[src/rtl/crossbar_pkg.sv]
// Shared constants for the 2x2 crossbar scheduler.
//   DATA_W_DFLT     default payload width
//   FIFO_DEPTH_DFLT default per-input queue depth (power of two, >= 2)
//   DEST_OUT1/2     destination encodings carried with each packet
package crossbar_pkg;
  localparam int   DATA_W_DFLT     = 4;
  localparam int   FIFO_DEPTH_DFLT = 2;
  localparam logic DEST_OUT1       = 1'b0;
  localparam logic DEST_OUT2       = 1'b1;
endpackage

[src/rtl/fifo_sync.sv]
// Synchronous FIFO used as one input queue of the crossbar scheduler.
// Ports:
//   clk, rst      clock, asynchronous active-high reset
//   push, din     write request / data (ignored while full, even if popping)
//   pop           read request (ignored while empty)
//   full, empty   derived from the registered occupancy count only
//   head          oldest entry, valid whenever !empty
module fifo_sync #(
  parameter int W     = 5,
  parameter int DEPTH = 2
) (
  input  logic         clk,
  input  logic         rst,
  input  logic         push,
  input  logic [W-1:0] din,
  input  logic         pop,
  output logic         full,
  output logic         empty,
  output logic [W-1:0] head
);
  localparam int AW = $clog2(DEPTH);

  logic [W-1:0]  mem_q [DEPTH];
  logic [W-1:0]  mem_d [DEPTH];
  logic [AW-1:0] wr_ptr_q, wr_ptr_d;
  logic [AW-1:0] rd_ptr_q, rd_ptr_d;
  logic [AW:0]   cnt_q, cnt_d;
  logic          do_push, do_pop;

  assign full    = (cnt_q == (AW+1)'(DEPTH));
  assign empty   = (cnt_q == '0);
  assign head    = mem_q[rd_ptr_q];
  assign do_push = push && !full;
  assign do_pop  = pop && !empty;

  // Pointers are AW bits wide, so incrementing wraps modulo DEPTH.
  always_comb begin
    mem_d    = mem_q;
    wr_ptr_d = wr_ptr_q;
    rd_ptr_d = rd_ptr_q;
    cnt_d    = cnt_q;
    if (do_push) begin
      mem_d[wr_ptr_q] = din;
      wr_ptr_d        = wr_ptr_q + 1'b1;
    end
    if (do_pop) rd_ptr_d = rd_ptr_q + 1'b1;
    case ({do_push, do_pop})
      2'b10:   cnt_d = cnt_q + 1'b1;
      2'b01:   cnt_d = cnt_q - 1'b1;
      default: cnt_d = cnt_q;
    endcase
  end

  always_ff @(posedge clk or posedge rst) begin
    if (rst) begin
      for (int i = 0; i < DEPTH; i++) mem_q[i] <= '0;
      wr_ptr_q <= '0;
      rd_ptr_q <= '0;
      cnt_q    <= '0;
    end else begin
      mem_q    <= mem_d;
      wr_ptr_q <= wr_ptr_d;
      rd_ptr_q <= rd_ptr_d;
      cnt_q    <= cnt_d;
    end
  end
endmodule

[src/rtl/crossbar_2x2_scheduler.sv]
// Two-input queued scheduler driving a 2x2 crossbar.
// Each input port has a FIFO of {dest, data}. Every cycle the two heads are
// examined; non-conflicting heads are both served, conflicting heads are
// resolved by a toggling priority bit. Results are registered.
// Ports:
//   clk, rst                       clock, asynchronous active-high reset
//   inN_valid/data/dest/ready      input port N handshake (N = 1, 2)
//   xb_in1, xb_in2                 payloads presented to the crossbar
//   xb_control                     0 = straight, 1 = crossed
//   out1_valid, out2_valid         crossbar output K carries a packet
module crossbar_2x2_scheduler
  import crossbar_pkg::*;
#(
  parameter int DATA_W     = DATA_W_DFLT,
  parameter int FIFO_DEPTH = FIFO_DEPTH_DFLT
) (
  input  logic              clk,
  input  logic              rst,
  input  logic              in1_valid,
  input  logic [DATA_W-1:0] in1_data,
  input  logic              in1_dest,
  output logic              in1_ready,
  input  logic              in2_valid,
  input  logic [DATA_W-1:0] in2_data,
  input  logic              in2_dest,
  output logic              in2_ready,
  output logic [DATA_W-1:0] xb_in1,
  output logic [DATA_W-1:0] xb_in2,
  output logic              xb_control,
  output logic              out1_valid,
  output logic              out2_valid
);
  localparam int EW = DATA_W + 1;

  logic          full1, full2, empty1, empty2;
  logic [EW-1:0] head1, head2;
  logic          serve1, serve2;
  logic          h1, h2, d1, d2;

  logic              prio_q, prio_d;
  logic [DATA_W-1:0] xb_in1_q, xb_in1_d, xb_in2_q, xb_in2_d;
  logic              xb_control_q, xb_control_d;
  logic              out1_valid_q, out1_valid_d, out2_valid_q, out2_valid_d;

  fifo_sync #(.W(EW), .DEPTH(FIFO_DEPTH)) u_fifo1 (
    .clk(clk), .rst(rst),
    .push(in1_valid), .din({in1_dest, in1_data}), .pop(serve1),
    .full(full1), .empty(empty1), .head(head1)
  );

  fifo_sync #(.W(EW), .DEPTH(FIFO_DEPTH)) u_fifo2 (
    .clk(clk), .rst(rst),
    .push(in2_valid), .din({in2_dest, in2_data}), .pop(serve2),
    .full(full2), .empty(empty2), .head(head2)
  );

  assign in1_ready = !full1;
  assign in2_ready = !full2;

  assign h1 = !empty1;
  assign h2 = !empty2;
  assign d1 = head1[DATA_W];
  assign d2 = head2[DATA_W];

  always_comb begin
    serve1 = 1'b0;
    serve2 = 1'b0;
    prio_d = prio_q;
    if (h1 && h2) begin
      if (d1 != d2) begin
        serve1 = 1'b1;
        serve2 = 1'b1;
      end else begin
        // Same destination: alternate winners so neither port starves.
        if (!prio_q) serve1 = 1'b1;
        else         serve2 = 1'b1;
        prio_d = ~prio_q;
      end
    end else begin
      serve1 = h1;
      serve2 = h2;
    end

    xb_in1_d = serve1 ? head1[DATA_W-1:0] : '0;
    xb_in2_d = serve2 ? head2[DATA_W-1:0] : '0;
    // Port 1 reaches its dest straight when d1=0; port 2 alone needs the
    // opposite setting to reach its dest. When both are served d2 = ~d1.
    if (serve1)      xb_control_d = d1;
    else if (serve2) xb_control_d = ~d2;
    else             xb_control_d = 1'b0;
    out1_valid_d = (serve1 && d1 == DEST_OUT1) || (serve2 && d2 == DEST_OUT1);
    out2_valid_d = (serve1 && d1 == DEST_OUT2) || (serve2 && d2 == DEST_OUT2);
  end

  always_ff @(posedge clk or posedge rst) begin
    if (rst) begin
      prio_q       <= 1'b0;
      xb_in1_q     <= '0;
      xb_in2_q     <= '0;
      xb_control_q <= 1'b0;
      out1_valid_q <= 1'b0;
      out2_valid_q <= 1'b0;
    end else begin
      prio_q       <= prio_d;
      xb_in1_q     <= xb_in1_d;
      xb_in2_q     <= xb_in2_d;
      xb_control_q <= xb_control_d;
      out1_valid_q <= out1_valid_d;
      out2_valid_q <= out2_valid_d;
    end
  end

  assign xb_in1     = xb_in1_q;
  assign xb_in2     = xb_in2_q;
  assign xb_control = xb_control_q;
  assign out1_valid = out1_valid_q;
  assign out2_valid = out2_valid_q;
endmodule

[config.mk]
export PLATFORM = sky130hd
export DESIGN_NAME = crossbar_2x2_scheduler
export DESIGN_NICKNAME = d
export VERILOG_FILES = /design/src/rtl/crossbar_pkg.sv /design/src/rtl/fifo_sync.sv /design/src/rtl/crossbar_2x2_scheduler.sv
export SDC_FILE = /design/constraint.sdc
export NUM_CORES = 1
export LEC_CHECK = 0
export CORE_MARGIN = 8
export CORE_UTILIZATION = 50
export CTS_CLUSTER_DIAMETER = 80
export DETAILED_ROUTE_END_ITERATION = 8
export GPL_TIMING_DRIVEN = 0
export HOLD_SLACK_MARGIN = 0.03
export PLACE_DENSITY = 0.74
export SYNTH_ARGS = -nofsm -noshare
export SYNTH_HDL_FRONTEND = slang
export SYNTH_SLANG_ARGS = --single-unit
[constraint.sdc]
create_clock -name clk -period 2.65 [get_ports clk]
set_clock_uncertainty 0.1 [all_clocks]
set_input_delay 0.53 -clock clk [delete_from_list [all_inputs] [get_ports clk]]
set_output_delay 0.53 -clock clk [all_outputs]
set_load 0.01 [all_outputs]
==> flow_summary.json, run 1 <==
{
  "gp_congestion": 0.6951,
  "top_level_ports": 27,
  "grt_pass1_wl_microns": 4926,
  "n_antenna_cell": 0,
  "cts_setup_buffers": 0,
  "cpPeakStageDelay_ns": 0.38,
  "cts_root_buffer": "clkbuf_4",
  "route.met3.wl_microns": 154,
  "post-place-ws_ns": 0.3489,
  "slew_violations": 0,
  "drive_gt1_share_pct": 23.87,
  "worst_slew_pin_slew_ns": 0.8006,
  "p_leak_nw": 0.9113,
  "vias_per_cell": 4.960,
  "r2r-end": "u_fifo2.cnt_q[1]$_DFFE_PP0P_",
  "portBuffers": 26,
  "path_max_fanout": 6,
  "tns_ns": 0,
  "dp_hpwl_microns": 2069,
  "crit_arrival_ns": 2.48,
  "power.density_nw_per_um2": 1419,
  "critPathRequiredTime_ns": 2.81,
  "fin_crit_ns": 2.318,
  "drt-initial-drc-count": 74,
  "initial_core_util_pct": 51.20,
  "final_core_util_pct": 63.77,
  "routed.top_layer": "met4",
  "outcome": "finished clean",
  "crit_family": "flip-flops",
  "drtAntennaViolNets": 0,
  "grt_max_degree": 41,
  "cts_tree": "built",
  "min_path_type": "reg2reg",
  "dr_total_vias": 997,
  "ir_worst_vdd_uv": 740.3,
  "grt_overflow": 0,
  "fin_ws_ns": 0.3325,
  "coreArea_sq_um": 3284,
  "synth_nets": 137,
  "final-setup-viol-count": 0,
  "synthCells": 121,
  "clk_latency_ns": 0.34,
  "cp-end-kind": "flop",
  "criticalPathCategory": "reg2reg",
  "die_w_microns": 74.00,
  "path_buf_inv": 2,
  "multiInputGateArea_sq_um": 648.1,
  "track_usage_pct": 11.90,
  "chipHeight_microns": 74.00,
  "yosysSeqAreaShare_pct": 59.52,
  "path_clk_slew_ns": 0.12,
  "synth_cell_types": 20,
  "fill_cells": 256,
  "slew_headroom_pct": 46.55,
  "cts_buffers": 5,
  "grt_setup_unrepaired": "no",
  "drc_errors": 0,
  "fin_crit_sh_pct": 87.45,
  "ctsResizeCount": 0,
  "fmax_ghz": 0.4315,
  "htree_levels": 2,
  "netlist_area_sq_um": 1682,
  "wl_per_cell_microns": 14.20,
  "grt_antenna_before_repair": 0,
  "rows": 21,
  "hold_viol_final": 0,
  "wl_microns": 2855,
  "dieArea_sq_um": 5475,
  "min_to": "u_fifo2.wr_ptr_q$_DFFE_PP0N_",
  "clk_path_buf_depth": 2,
  "start_kind": "flop",
  "ys_warn_count": 0,
  "met2_length_microns": 1459,
  "clkSinkCount": 40,
  "r2r_start": "u_fifo1.rd_ptr_q$_DFFE_PP0P_",
  "drv_cap": 0,
  "grt_pass1_vias": 1105,
  "r2r_setup_slack_ns": 0.33,
  "synth_seq_cells": 40,
  "met1_length_microns": 1200,
  "area_growth_pct": 24.55,
  "fin_total_pwr_mw": 2.973,
  "cts_hold_buffers": 0,
  "hp-start": "u_fifo2.wr_ptr_q$_DFFE_PP0N_",
  "syn_area_per_cell_sq_um": 13.90,
  "min_path_cells": 1,
  "regArea_sq_um": 1001,
  "path_cells": "buf_2 > mux2_4 > xnor2_2 > o32ai_4 > inv_1 > ha_1 > nor2_1 > xor2_1",
  "crit_slowest_cell": "dfrtp_1",
  "nNetsFinal": 170,
  "rr_worst_depth": 8,
  "drt_pass1_iterations": 4
}
-- metrics by stage --
stage               hold slack (ns)  instance area, sq um  std cells
floorplan                    0.3678                  1682        121
detailed placement           0.3948                  1999        193
finish                       0.4155                  2095        201
global route                 0.4286                  2095        201
global placement             0.3813                  1999        193
CTS                          0.4174                  2095        201
-- placed cells by master, fill, tap and decap left out, types with 3 or more instances in the layout --
master           count
mux2_2              20
xnor2_1              8
o21ai_0              6
xor2_1               3
clkbuf_4             5
mux2i_1              8
nand2b_1             3
nor2_1              15
clkdlybuf4s50_1     26
dfrtp_1             40
-- metal layers --
layer | vias up | track usage [%]
met5 | - | 0
met3 | 5 | 3.774
met1 | 495 | 13.11
met2 | 24 | 20.12
met4 | 0 | 5.987
li1 | 473 | -
-- kinds of logic (layout without fill, tap and decap cells) --
group | Yosys count | count (layout) | synth area share, %
buffers and inverters | 6 | 40 | 1.934
XOR/XNOR | 12 | 12 | 6.697
AO/OA/AOI/OAI | 8 | 8 | 4.167
adder cells (fa/ha/maj) | 2 | 2 | 1.488
multiplexers | 30 | 30 | 20.39
AND/OR/NAND/NOR | 23 | 23 | 5.803
flip-flops | 40 | 40 | 59.52
-- worst max path at each step --
stage,endpoint,slack [ns],start,cells past startpoint
2_1_floorplan,u_fifo2.cnt_q[1]$_DFFE_PP0P_,0.54,u_fifo1.rd_ptr_q$_DFFE_PP0P_,8
3_5_place_dp,u_fifo2.cnt_q[1]$_DFFE_PP0P_,0.35,u_fifo1.rd_ptr_q$_DFFE_PP0P_,8
3_3_place_gp,u_fifo1.cnt_q[1]$_DFFE_PP0P_,0.37,rst,2
6_report,u_fifo2.cnt_q[1]$_DFFE_PP0P_,0.33,u_fifo1.rd_ptr_q$_DFFE_PP0P_,8
5_1_grt,u_fifo2.cnt_q[1]$_DFFE_PP0P_,0.15,u_fifo1.rd_ptr_q$_DFFE_PP0P_,9
4_1_cts,u_fifo2.cnt_q[1]$_DFFE_PP0P_,0.30,u_fifo1.rd_ptr_q$_DFFE_PP0P_,8
-- cell type report --
cell class / instances / share of cell area (%)
inverter: 3 / 0.5376
multi-input combinational: 75 / 30.94
clock buffer: 7 / 3.106
timing repair buffer: 26 / 12.43
sequential: 40 / 47.79
clock inverter: 1 / 1.434
tap: 46 / 2.748
buffer: 3 / 1.016
-- power breakdown --
| group | leakage (nW) | switching, mW | internal, mW |
|---|---|---|---|
| logic | 0.383 | 0.637 | 0.773 |
| registers | 0.476 | 0.185 | 0.935 |
| clock network | 0.0515 | 0.192 | 0.251 |
-- state kept, by name (all words and copies together), names as in the netlist --
name / cells
u_fifo2.mem_q: 10
xb_in1: 4
out2_valid: 1
out1_valid: 1
prio_q: 1
xb_control: 1
u_fifo2.wr_ptr_q: 1
xb_in2: 4
u_fifo2.cnt_q: 2
u_fifo1.wr_ptr_q: 1
u_fifo2.rd_ptr_q: 1
u_fifo1.cnt_q: 2
u_fifo1.rd_ptr_q: 1
u_fifo1.mem_q: 10
-- synth_stat cells --
| cell | instances | area [sq um] |
|---|---|---|
| buf_2 | 2 | 10.01 |
| buf_6 | 1 | 11.26 |
| dfrtp_1 | 40 | 1001 |
| ha_1 | 2 | 25.02 |
| inv_1 | 3 | 11.26 |
| mux2_2 | 20 | 225.2 |
| mux2_4 | 1 | 15.01 |
| mux2i_1 | 8 | 80.08 |
| mux2i_4 | 1 | 22.52 |
| nand2_1 | 2 | 7.510 |
| nand2b_1 | 3 | 18.77 |
| nand3_1 | 2 | 10.01 |
| nor2_1 | 15 | 56.30 |
| nor3_1 | 1 | 5.000 |
| o21ai_0 | 6 | 30.03 |
| o22ai_2 | 1 | 12.51 |
| o32ai_4 | 1 | 27.53 |
| xnor2_1 | 8 | 70.07 |
| xnor2_2 | 1 | 16.27 |
| xor2_1 | 3 | 26.28 |
Note: power is estimated with default switching activity, not from simulation.
==> run 2: changes to the inputs <==
- TNS_END_PERCENT: not set -> 20
==> results of run 2 <==
No change in the layout: final DEF, timing and power equal those of run 1.
==> run 3: changes to the inputs <==
==> constraint.sdc (replaced) <==
create_clock -name clk -period 2.65 [get_ports clk]
set_clock_uncertainty 0.1 [all_clocks]
set_input_delay 0.265 -clock clk [delete_from_list [all_inputs] [get_ports clk]]
set_output_delay 0.265 -clock clk [all_outputs]
set_load 0.01 [all_outputs]
==> results of run 3 <==
The final DEF is identical to that of run 1. Status: finished clean.
Main changes from that run: hold slack 0.4155 ns -> 0.2922 ns
